`src/rtl/pipe_hazard_ctrl_pkg.sv`:
```
// Shared types and constants for the pipeline hazard controller.
package pipe_hazard_ctrl_pkg;

    typedef enum logic {
        HZ_RUN      = 1'b0,
        HZ_MEM_WAIT = 1'b1
    } hz_state_e;

    // Forwarding select that picks the register file.
    localparam int FWD_RF = 0;

endpackage

```
`src/rtl/pipe_hazard_ctrl_sb.sv`:
```
// hazard_sb: in-flight destination scoreboard; entry 0 is EX, higher entries are older stages.
module hazard_sb #(
    parameter int RFIDX_WIDTH = 5,
    parameter int FWD_DEPTH   = 3
) (
    input  logic                   clk,
    input  logic                   rst,
    input  logic                   shift_en,
    input  logic                   in_valid,
    input  logic [RFIDX_WIDTH-1:0] in_rd,
    input  logic                   in_load,
    input  logic [RFIDX_WIDTH-1:0] rs1_index,
    input  logic [RFIDX_WIDTH-1:0] rs2_index,
    output logic [FWD_DEPTH-1:0]   rs1_hit,
    output logic [FWD_DEPTH-1:0]   rs2_hit,
    output logic                   ex_is_load
);

    logic [FWD_DEPTH-1:0]                  vld_pipe;
    logic [FWD_DEPTH-1:0][RFIDX_WIDTH-1:0] rd_pipe;
    logic [FWD_DEPTH-1:0]                  ld_pipe;

    always_ff @(posedge clk or posedge rst) begin
        if (rst) begin
            vld_pipe <= '0;
            rd_pipe  <= '0;
            ld_pipe  <= '0;
        end else if (shift_en) begin
            vld_pipe[0] <= in_valid;
            rd_pipe[0]  <= in_rd;
            ld_pipe[0]  <= in_load;
            for (int i = 1; i < FWD_DEPTH; i++) begin
                vld_pipe[i] <= vld_pipe[i-1];
                rd_pipe[i]  <= rd_pipe[i-1];
                ld_pipe[i]  <= ld_pipe[i-1];
            end
        end
    end

    for (genvar k = 0; k < FWD_DEPTH; k++) begin : g_cmp
        assign rs1_hit[k] = vld_pipe[k] & (rd_pipe[k] == rs1_index);
        assign rs2_hit[k] = vld_pipe[k] & (rd_pipe[k] == rs2_index);
    end

    assign ex_is_load = vld_pipe[0] & ld_pipe[0];

endmodule

```
`src/rtl/pipe_hazard_ctrl.sv`:
```
// Hazard, forwarding and memory-freeze controller for the 5-stage pipeline.
// Define HAZARD_PERF_EN to add saturating stall/freeze/flush perf counters.
module pipe_hazard_ctrl
    import pipe_hazard_ctrl_pkg::*;
#(
    parameter int RFIDX_WIDTH = 5,
    parameter int FWD_DEPTH   = 3,
    parameter int MEM_TIMEOUT = 64,
    localparam int SEL_W      = $clog2(FWD_DEPTH + 1)
) (
    input  logic                   clk,
    input  logic                   pc_rst,
    input  logic                   id_valid,
    input  logic [RFIDX_WIDTH-1:0] id_rs1_index,
    input  logic [RFIDX_WIDTH-1:0] id_rs2_index,
    input  logic                   id_rs1_used,
    input  logic                   id_rs2_used,
    input  logic [RFIDX_WIDTH-1:0] id_rd_index,
    input  logic                   id_reg_write,
    input  logic                   id_mem_read,
    input  logic                   ex_predict_fail,
    input  logic                   mem_req,
    input  logic                   mem_ready,
    output logic                   stall_front,
    output logic                   bubble_ex,
    output logic                   flush_front,
    output logic                   freeze,
    output logic [SEL_W-1:0]       fwd_rs1_sel,
    output logic [SEL_W-1:0]       fwd_rs2_sel,
    output logic                   mem_err
`ifdef HAZARD_PERF_EN
    ,
    output logic [31:0]            perf_stall_cyc,
    output logic [31:0]            perf_freeze_cyc,
    output logic [31:0]            perf_flush_cnt
`endif
);

    localparam int CNT_W = $clog2(MEM_TIMEOUT + 1);

    hz_state_e        state_q, state_d;
    logic [CNT_W-1:0] cnt_q, cnt_d;
    logic             err_d;

    logic [FWD_DEPTH-1:0] rs1_hit, rs2_hit;
    logic                 ex_is_load;
    logic                 rs1_live, rs2_live, load_use, sb_in_valid;

    assign rs1_live = id_rs1_used & (id_rs1_index != '0);
    assign rs2_live = id_rs2_used & (id_rs2_index != '0);

    hazard_sb #(
        .RFIDX_WIDTH(RFIDX_WIDTH),
        .FWD_DEPTH  (FWD_DEPTH)
    ) u_sb (
        .clk       (clk),
        .rst       (pc_rst),
        .shift_en  (~freeze),
        .in_valid  (sb_in_valid),
        .in_rd     (id_rd_index),
        .in_load   (id_mem_read),
        .rs1_index (id_rs1_index),
        .rs2_index (id_rs2_index),
        .rs1_hit   (rs1_hit),
        .rs2_hit   (rs2_hit),
        .ex_is_load(ex_is_load)
    );

    // Youngest matching stage wins: scan oldest to youngest so the last hit sticks.
    always_comb begin
        fwd_rs1_sel = SEL_W'(FWD_RF);
        fwd_rs2_sel = SEL_W'(FWD_RF);
        for (int k = FWD_DEPTH - 1; k >= 0; k--) begin
            if (rs1_live && rs1_hit[k]) fwd_rs1_sel = SEL_W'(k + 1);
            if (rs2_live && rs2_hit[k]) fwd_rs2_sel = SEL_W'(k + 1);
        end
    end

    assign load_use = ex_is_load & ((rs1_live & rs1_hit[0]) | (rs2_live & rs2_hit[0]));

    // A mispredict kills the wrong-path ID instruction, so its load-use stall is moot.
    assign flush_front = ex_predict_fail & ~freeze;
    assign stall_front = load_use & ~ex_predict_fail;
    assign bubble_ex   = stall_front;
    assign sb_in_valid = id_valid & id_reg_write & (id_rd_index != '0) & ~bubble_ex & ~flush_front;

    always_comb begin
        state_d = state_q;
        cnt_d   = '0;
        freeze  = mem_req & ~mem_ready;
        case (state_q)
            HZ_RUN: begin
                if (mem_req && !mem_ready) state_d = HZ_MEM_WAIT;
            end
            HZ_MEM_WAIT: begin
                freeze = 1'b1;
                cnt_d  = cnt_q;
                if (mem_ready) state_d = HZ_RUN;
                else if (cnt_q != CNT_W'(MEM_TIMEOUT)) cnt_d = cnt_q + 1'b1;
            end
            default: state_d = HZ_RUN;
        endcase
        err_d = mem_err | (cnt_d == CNT_W'(MEM_TIMEOUT));
    end

    always_ff @(posedge clk or posedge pc_rst) begin
        if (pc_rst) begin
            state_q <= HZ_RUN;
            cnt_q   <= '0;
            mem_err <= 1'b0;
        end else begin
            state_q <= state_d;
            cnt_q   <= cnt_d;
            mem_err <= err_d;
        end
    end

`ifdef HAZARD_PERF_EN
    always_ff @(posedge clk or posedge pc_rst) begin
        if (pc_rst) begin
            perf_stall_cyc  <= '0;
            perf_freeze_cyc <= '0;
            perf_flush_cnt  <= '0;
        end else begin
            if (stall_front && perf_stall_cyc != '1)  perf_stall_cyc  <= perf_stall_cyc + 1'b1;
            if (freeze && perf_freeze_cyc != '1)      perf_freeze_cyc <= perf_freeze_cyc + 1'b1;
            if (flush_front && perf_flush_cnt != '1)  perf_flush_cnt  <= perf_flush_cnt + 1'b1;
        end
    end
`endif

endmodule

```
`config.mk`:
```
export PLATFORM = sky130hd
export DESIGN_NAME = pipe_hazard_ctrl
export DESIGN_NICKNAME = d
export VERILOG_FILES = /design/src/rtl/pipe_hazard_ctrl_pkg.sv /design/src/rtl/pipe_hazard_ctrl_sb.sv /design/src/rtl/pipe_hazard_ctrl.sv
export SDC_FILE = /design/constraint.sdc
export NUM_CORES = 1
export LEC_CHECK = 0
export ABC_CLOCK_PERIOD_IN_PS = 2400
export CAP_MARGIN = 20
export CORE_MARGIN = 2
export CORE_UTILIZATION = 45
export DETAILED_ROUTE_END_ITERATION = 8
export PLACE_DENSITY_LB_ADDON = 0.08
export SKIP_CTS_REPAIR_TIMING = 1
export SLEW_MARGIN = 20
export SYNTH_ARGS = -nofsm -noshare
export SYNTH_HDL_FRONTEND = slang
export SYNTH_SLANG_ARGS = --single-unit
```
`constraint.sdc`:
```
create_clock -name clk -period 2.4 [get_ports clk]
set_clock_uncertainty 0.15 [all_clocks]
set_input_delay 0.36 -clock clk [delete_from_list [all_inputs] [get_ports clk]]
set_output_delay 0.36 -clock clk [all_outputs]
set_load 0.03 [all_outputs]
```
# --- Yosys cells after proc, flatten, opt, wreduce, memory -nomap -nowiden ---
# Cells that the tools add are included.
totals:
  register_bits: 28
  out_inout_bits: 9
op_classes:
  reduce_logical: 11
  bitwise: 27
  eq_ne: 8
  muxes: 13
  n_addsub: 1
op_table:
  columns: ["op", "n"]
  rows:
  - ["== test 5 bit", 6]
  - ["2-to-1 mux 7 bit", 3]
  - ["AND 1 bit", 19]
  - ["nonzero test 5 bit", 3]
  - ["2-to-1 mux 2 bit", 6]
  - ["adder 7 x 1 -> 7 bit, second input constant", 1]
  - ["== test 7 bit, second input constant", 1]
  - ["logical AND 1 bit", 7]
  - ["inequality test 7 bit, second input constant", 1]
  - ["NOT 1 bit", 6]
  - ["2-to-1 mux 1 bit", 3]
  - ["bitwise OR 1 bit", 2]
  - ["one-hot mux 1 bit (2 select lines)", 1]
  - ["zero test 1 bit", 1]

# --- Longest topological paths before layout ---
depth:
  ltp_word: 9
  depth_mapped: 7
  ltp_nobuf: 6

# --- By module ---
# Synthesis repeated with hierarchy kept, for this count alone.
hier_totals:
  cells_unflattened: 168
  area_unflattened_um2: 1833.0
by_module_without_submodules:
  columns: ["module", "area_each_um2", "cells_per_inst", "instances"]
  rows:
  - ["hazard_sb", 1059.8, 84, 1]
  - ["pipe_hazard_ctrl", 773.2, 84, 1]

# --- Worst setup path before layout ---
# OpenSTA, ideal clock, no wires.
synth_path:
  path_type: "reg-to-output"
  from: "register u_sb.rd_pipe[0] in the netlist's numbering"
  to: "output stall_front"
  setup_slack_ns: 0.050
  path_stages_with_launch: 6
  required_ns: 1.890
  path_buffers: 1
  arrival_time_ns: 1.840
  cell_sequence: "dfrtp_1 -> xor2_1 -> nor4_1 -> nand4_1 -> a21oi_1 -> buf_4"
synth_between:
  elab_chain_cells: 6
  elab_cells_between_ends: 9
synth_rtl:
  columns: ["element", "line", "text"]
  rows:
  - ["from (decl)", "pipe_hazard_ctrl_sb.sv:20", "logic [FWD_DEPTH-1:0][RFIDX_WIDTH-1:0] rd_pipe;"]
  - ["from (signal, indexed assignment)", "pipe_hazard_ctrl_sb.sv:34", "rd_pipe[i] <= rd_pipe[i-1];"]
  - ["== test 5 bit (on tied branches)", "pipe_hazard_ctrl_sb.sv:41, pipe_hazard_ctrl_sb.sv:42", null]
  - ["AND 1 bit (on tied branches)", "pipe_hazard_ctrl_sb.sv:41, pipe_hazard_ctrl_sb.sv:42", null]
  - ["AND 1 bit", "pipe_hazard_ctrl.sv:79", "assign load_use = ex_is_load & ((rs1_live & rs1_hit[0]) | (rs2_live & rs2_hit[0]));"]
  - ["bitwise OR 1 bit *", "pipe_hazard_ctrl.sv:79", null]
  - ["AND 1 bit *", "pipe_hazard_ctrl.sv:79", null]
  - ["AND 1 bit *", "pipe_hazard_ctrl.sv:83", "assign stall_front = load_use & ~ex_predict_fail;"]
  - ["to (decl)", "pipe_hazard_ctrl.sv:24", "output logic stall_front,"]
# Mark *: on every way between the ends. The rest lies on a longest branch, timed or not.

# --- Final worst setup path ---
layout_path:
  from: "register u_sb.rd_pipe[2] in the netlist's numbering"
  to: "output stall_front"
# Same word-level chain as after synthesis.

==> metrics.csv <==
stage;metric;value;unit
outcome;status;finished, violations left;
outcome;violations;setup timing;
clock_network;cts_buffers;3;
die;row_count;22;
timing;timing.final.max_slew_violations;0;
place;dpl_worst_slack;-0.2416;ns
layout;stdcell_count;293;
timing;fin_crit_sh;103.3;%
layout;nFillCells;321;
layout;seq_area;705.7;um^2
place;dp_hpwl;3264;um
synth;syn-cell-area;1717;um^2
pwr;p_leak;1.140;nW
drt;drc;0;
pwr;power-per-cell-area;512.4;nW/um^2
synth;synth.area.mux_share;2.770;%
pwr;total_power;1.205;mW
die;start_util;46.89;%
timing;slew_headroom;65.51;%
clock_network;cts_tree;built;
clock_network;htreeDepth;1;
synth;ys_seq_area_share;40.82;%
job;drv_cap;0;
layout;n_antenna_cell;0;
layout;final_util;64.25;%
synth;synth-seq-cells;28;
setup_path;crit_arrival;1.97;ns
drt;dr.first_iter.drc_count;65;
place;port_buffers;33;
synth;yosysWarnings;0;
timing;layout_setup_ws;-0.07880;ns
synth;synth-compound-area-share;9.038;%
die;core;3661;um^2
synth;synth_xor_area_share;17.35;%
synth;syn_nets;219;
synth;synth_top_family_by_area;simple AND/OR/NAND/NOR gates;
layout;layout-drive-gt1-share;20.00;%
clock_network;clock_latency;0.27;ns
timing;hold_violations;0;
drt;vias;1563;
global_route;grt_max_degree;29;
drt;drt-vias-per-instance;5.334;
min_path;min_path_type;in2async;
layout;final_nets;273;
die;die_w;65.77;um
synth;yosys.area_share.simple;25.95;%
layout;stdcell_area;2352;um^2
setup_path;critPathKind;reg2out;
timing;fmax;403.4;MHz
global_route;grt_pass1_vias;1490;
synth;synthesis.instances;192;
synth;yosysUniqueCellTypes;39;
drt;dr.pass1.iters;4;
layout;final_cell_mix;nand2_1 (52), xor2_1 (26), dfrtp_1 (24), buf_4 (24), clkdlybuf4s50_1 (17);
global_route;antenna_found_initial;0;
die;ios;34;
global_route;globalRouteOverflowTotal;0;
setup_path;critPathLaunchType;flop;
clock_network;root_buffer;clkbuf_8;
timing;fin_crit;2.479;ns
timing;setup_viol;2;
setup_path;critPathRequiredTime;1.89;ns
place;gp_congestion;0.9095;
pwr;irDropWorstVdd;0.3256;mV
place;dp_cells;285;
setup_path;crit_fanout;4;
drt;antenna_left;0;
global_route;grt_pass1_wl;6865;um
place;placed_cell_area;2195;um^2
layout;area_delta_synth_final;37.03;%
layout;final_common_cell;nand2_1;
clock_network;cts.sinks;28;
drt;avgRoutedWirePerCell;14.60;um
timing;worst_pin_slew;0.5043;ns
global_route;grt_use_total;20.68;%
setup_path;reg2reg_slack;0.43;ns
clock_network;clk_path_buf_depth;2;
clock_network;path_clk_slew;0.09;ns
timing;rsz0062_at_grt;true;
setup_path;crit_path_end_kind;output pin;
die;die_area;4325;um^2
synth;synthAdderAreaFrac;1.458;%
synth;postSynthAreaPerCell;8.941;um^2
drt;drt_wl_total;4278;um
layout;multiInputGateArea;1001;um^2
die;die_height;65.77;um
## kinds of logic after synthesis
kind of cell / after synthesis
compound gates: 20
mux: 4
buf+inv: 11
xor+xnor: 34
simple gates: 93
flops: 28
fa+ha+maj: 2
## final timing paths
kind / endpoint / start / cells past startpoint
setup / recovery: stall_front / u_sb.rd_pipe[2]$_DFFE_PP0N_ / 5
hold / removal: cnt_q[4]$_DFF_PP0_ / pc_rst / 3
setup reg to reg: mem_err$_DFF_PP0_ / cnt_q[5]$_DFF_PP0_ / 4
hold reg to reg: mem_err$_DFF_PP0_ / mem_err$_DFF_PP0_ / 1
max in group asynchronous: u_sb.rd_pipe[3]$_DFFE_PP0N_ / pc_rst / 3
min in group clk: mem_err$_DFF_PP0_ / mem_err$_DFF_PP0_ / 1
## flip-flops by register name, indices dropped and copies added (netlist names)
| name | count |
|---|---|
| u_sb.ld_pipe | 1 |
| u_sb.rd_pipe | 15 |
| state_q | 1 |
| cnt_q | 7 |
| u_sb.vld_pipe | 3 |
| mem_err | 1 |
## critical path, cell delays in order, from the launching register on
cell and delay [ns]:
dfrtp_2 0.45, xor2_1 0.16, nor4_1 0.32, nand4_1 0.29, a21oi_2 0.30, buf_6 0.17
## routing by layer
metal  wire, um  GRT usage, %  up-vias
li1           -             -      759
met1       2188         30.44      767
met2       1908         32.58       35
met3        163         2.911        2
met4         17         3.906        0
met5          0             0        -
## where the power goes
part           switching [mW]  internal [mW]  total, mW
logic                   0.147          0.159      0.306
clock network           0.142          0.147      0.289
registers              0.0822          0.528      0.610
total                   0.371          0.834       1.21
## final cells by class
type                       count  area share [%]
multi-input combinational    153           42.55
sequential                    28           30.00
timing repair buffer          54           21.60
tap                           48           2.553
clock buffer                   4           2.340
inverter                       6          0.9574
## cells in the mapped netlist
cell,instances,area share [%]
o21ai_1,3,0.87
mux2_1,2,1.3
mux2i_1,1,0.58
o21a_1,2,0.87
nand4_1,6,2.2
or3_1,2,0.73
or3_4,1,0.66
nand2b_1,1,0.36
inv_2,3,0.66
nand2_1,52,11
buf_4,1,0.44
o21ai_0,1,0.29
or4_1,2,0.87
xnor2_1,8,4.1
a21oi_2,1,0.51
a31o_1,2,1.0
a2111oi_0,1,0.51
o31a_1,1,0.51
ha_1,2,1.5
a32o_1,1,0.58
and2_1,4,1.5
nand4b_1,2,1.0
xor2_1,26,13
a21boi_1,3,1.3
nand3b_1,1,0.44
nor3_1,3,0.87
nor4_1,6,2.2
a211o_1,1,0.51
mux2_4,1,0.87
a21oi_1,2,0.58
dfrtp_1,28,41
o41ai_2,1,0.95
nor2b_1,2,0.73
nand3_1,1,0.29
and4_1,2,1.0
o32ai_1,1,0.51
nor2_1,8,1.7
inv_1,3,0.66
clkbuf_1,4,0.87
## through the flow
| step | hold slack, ns | TNS (ns) |
|---|---|---|
| floorplan | 0.2754 | 0 |
| CTS | 0.3133 | -1.115 |
| detailed placement | 0.3095 | -1.101 |
| global route | 0.3459 | -0.5948 |
| finish | 0.2938 | -0.1545 |
| global placement | 0.3065 | -0.9147 |
Note: power is estimated with default switching activity, not from simulation.
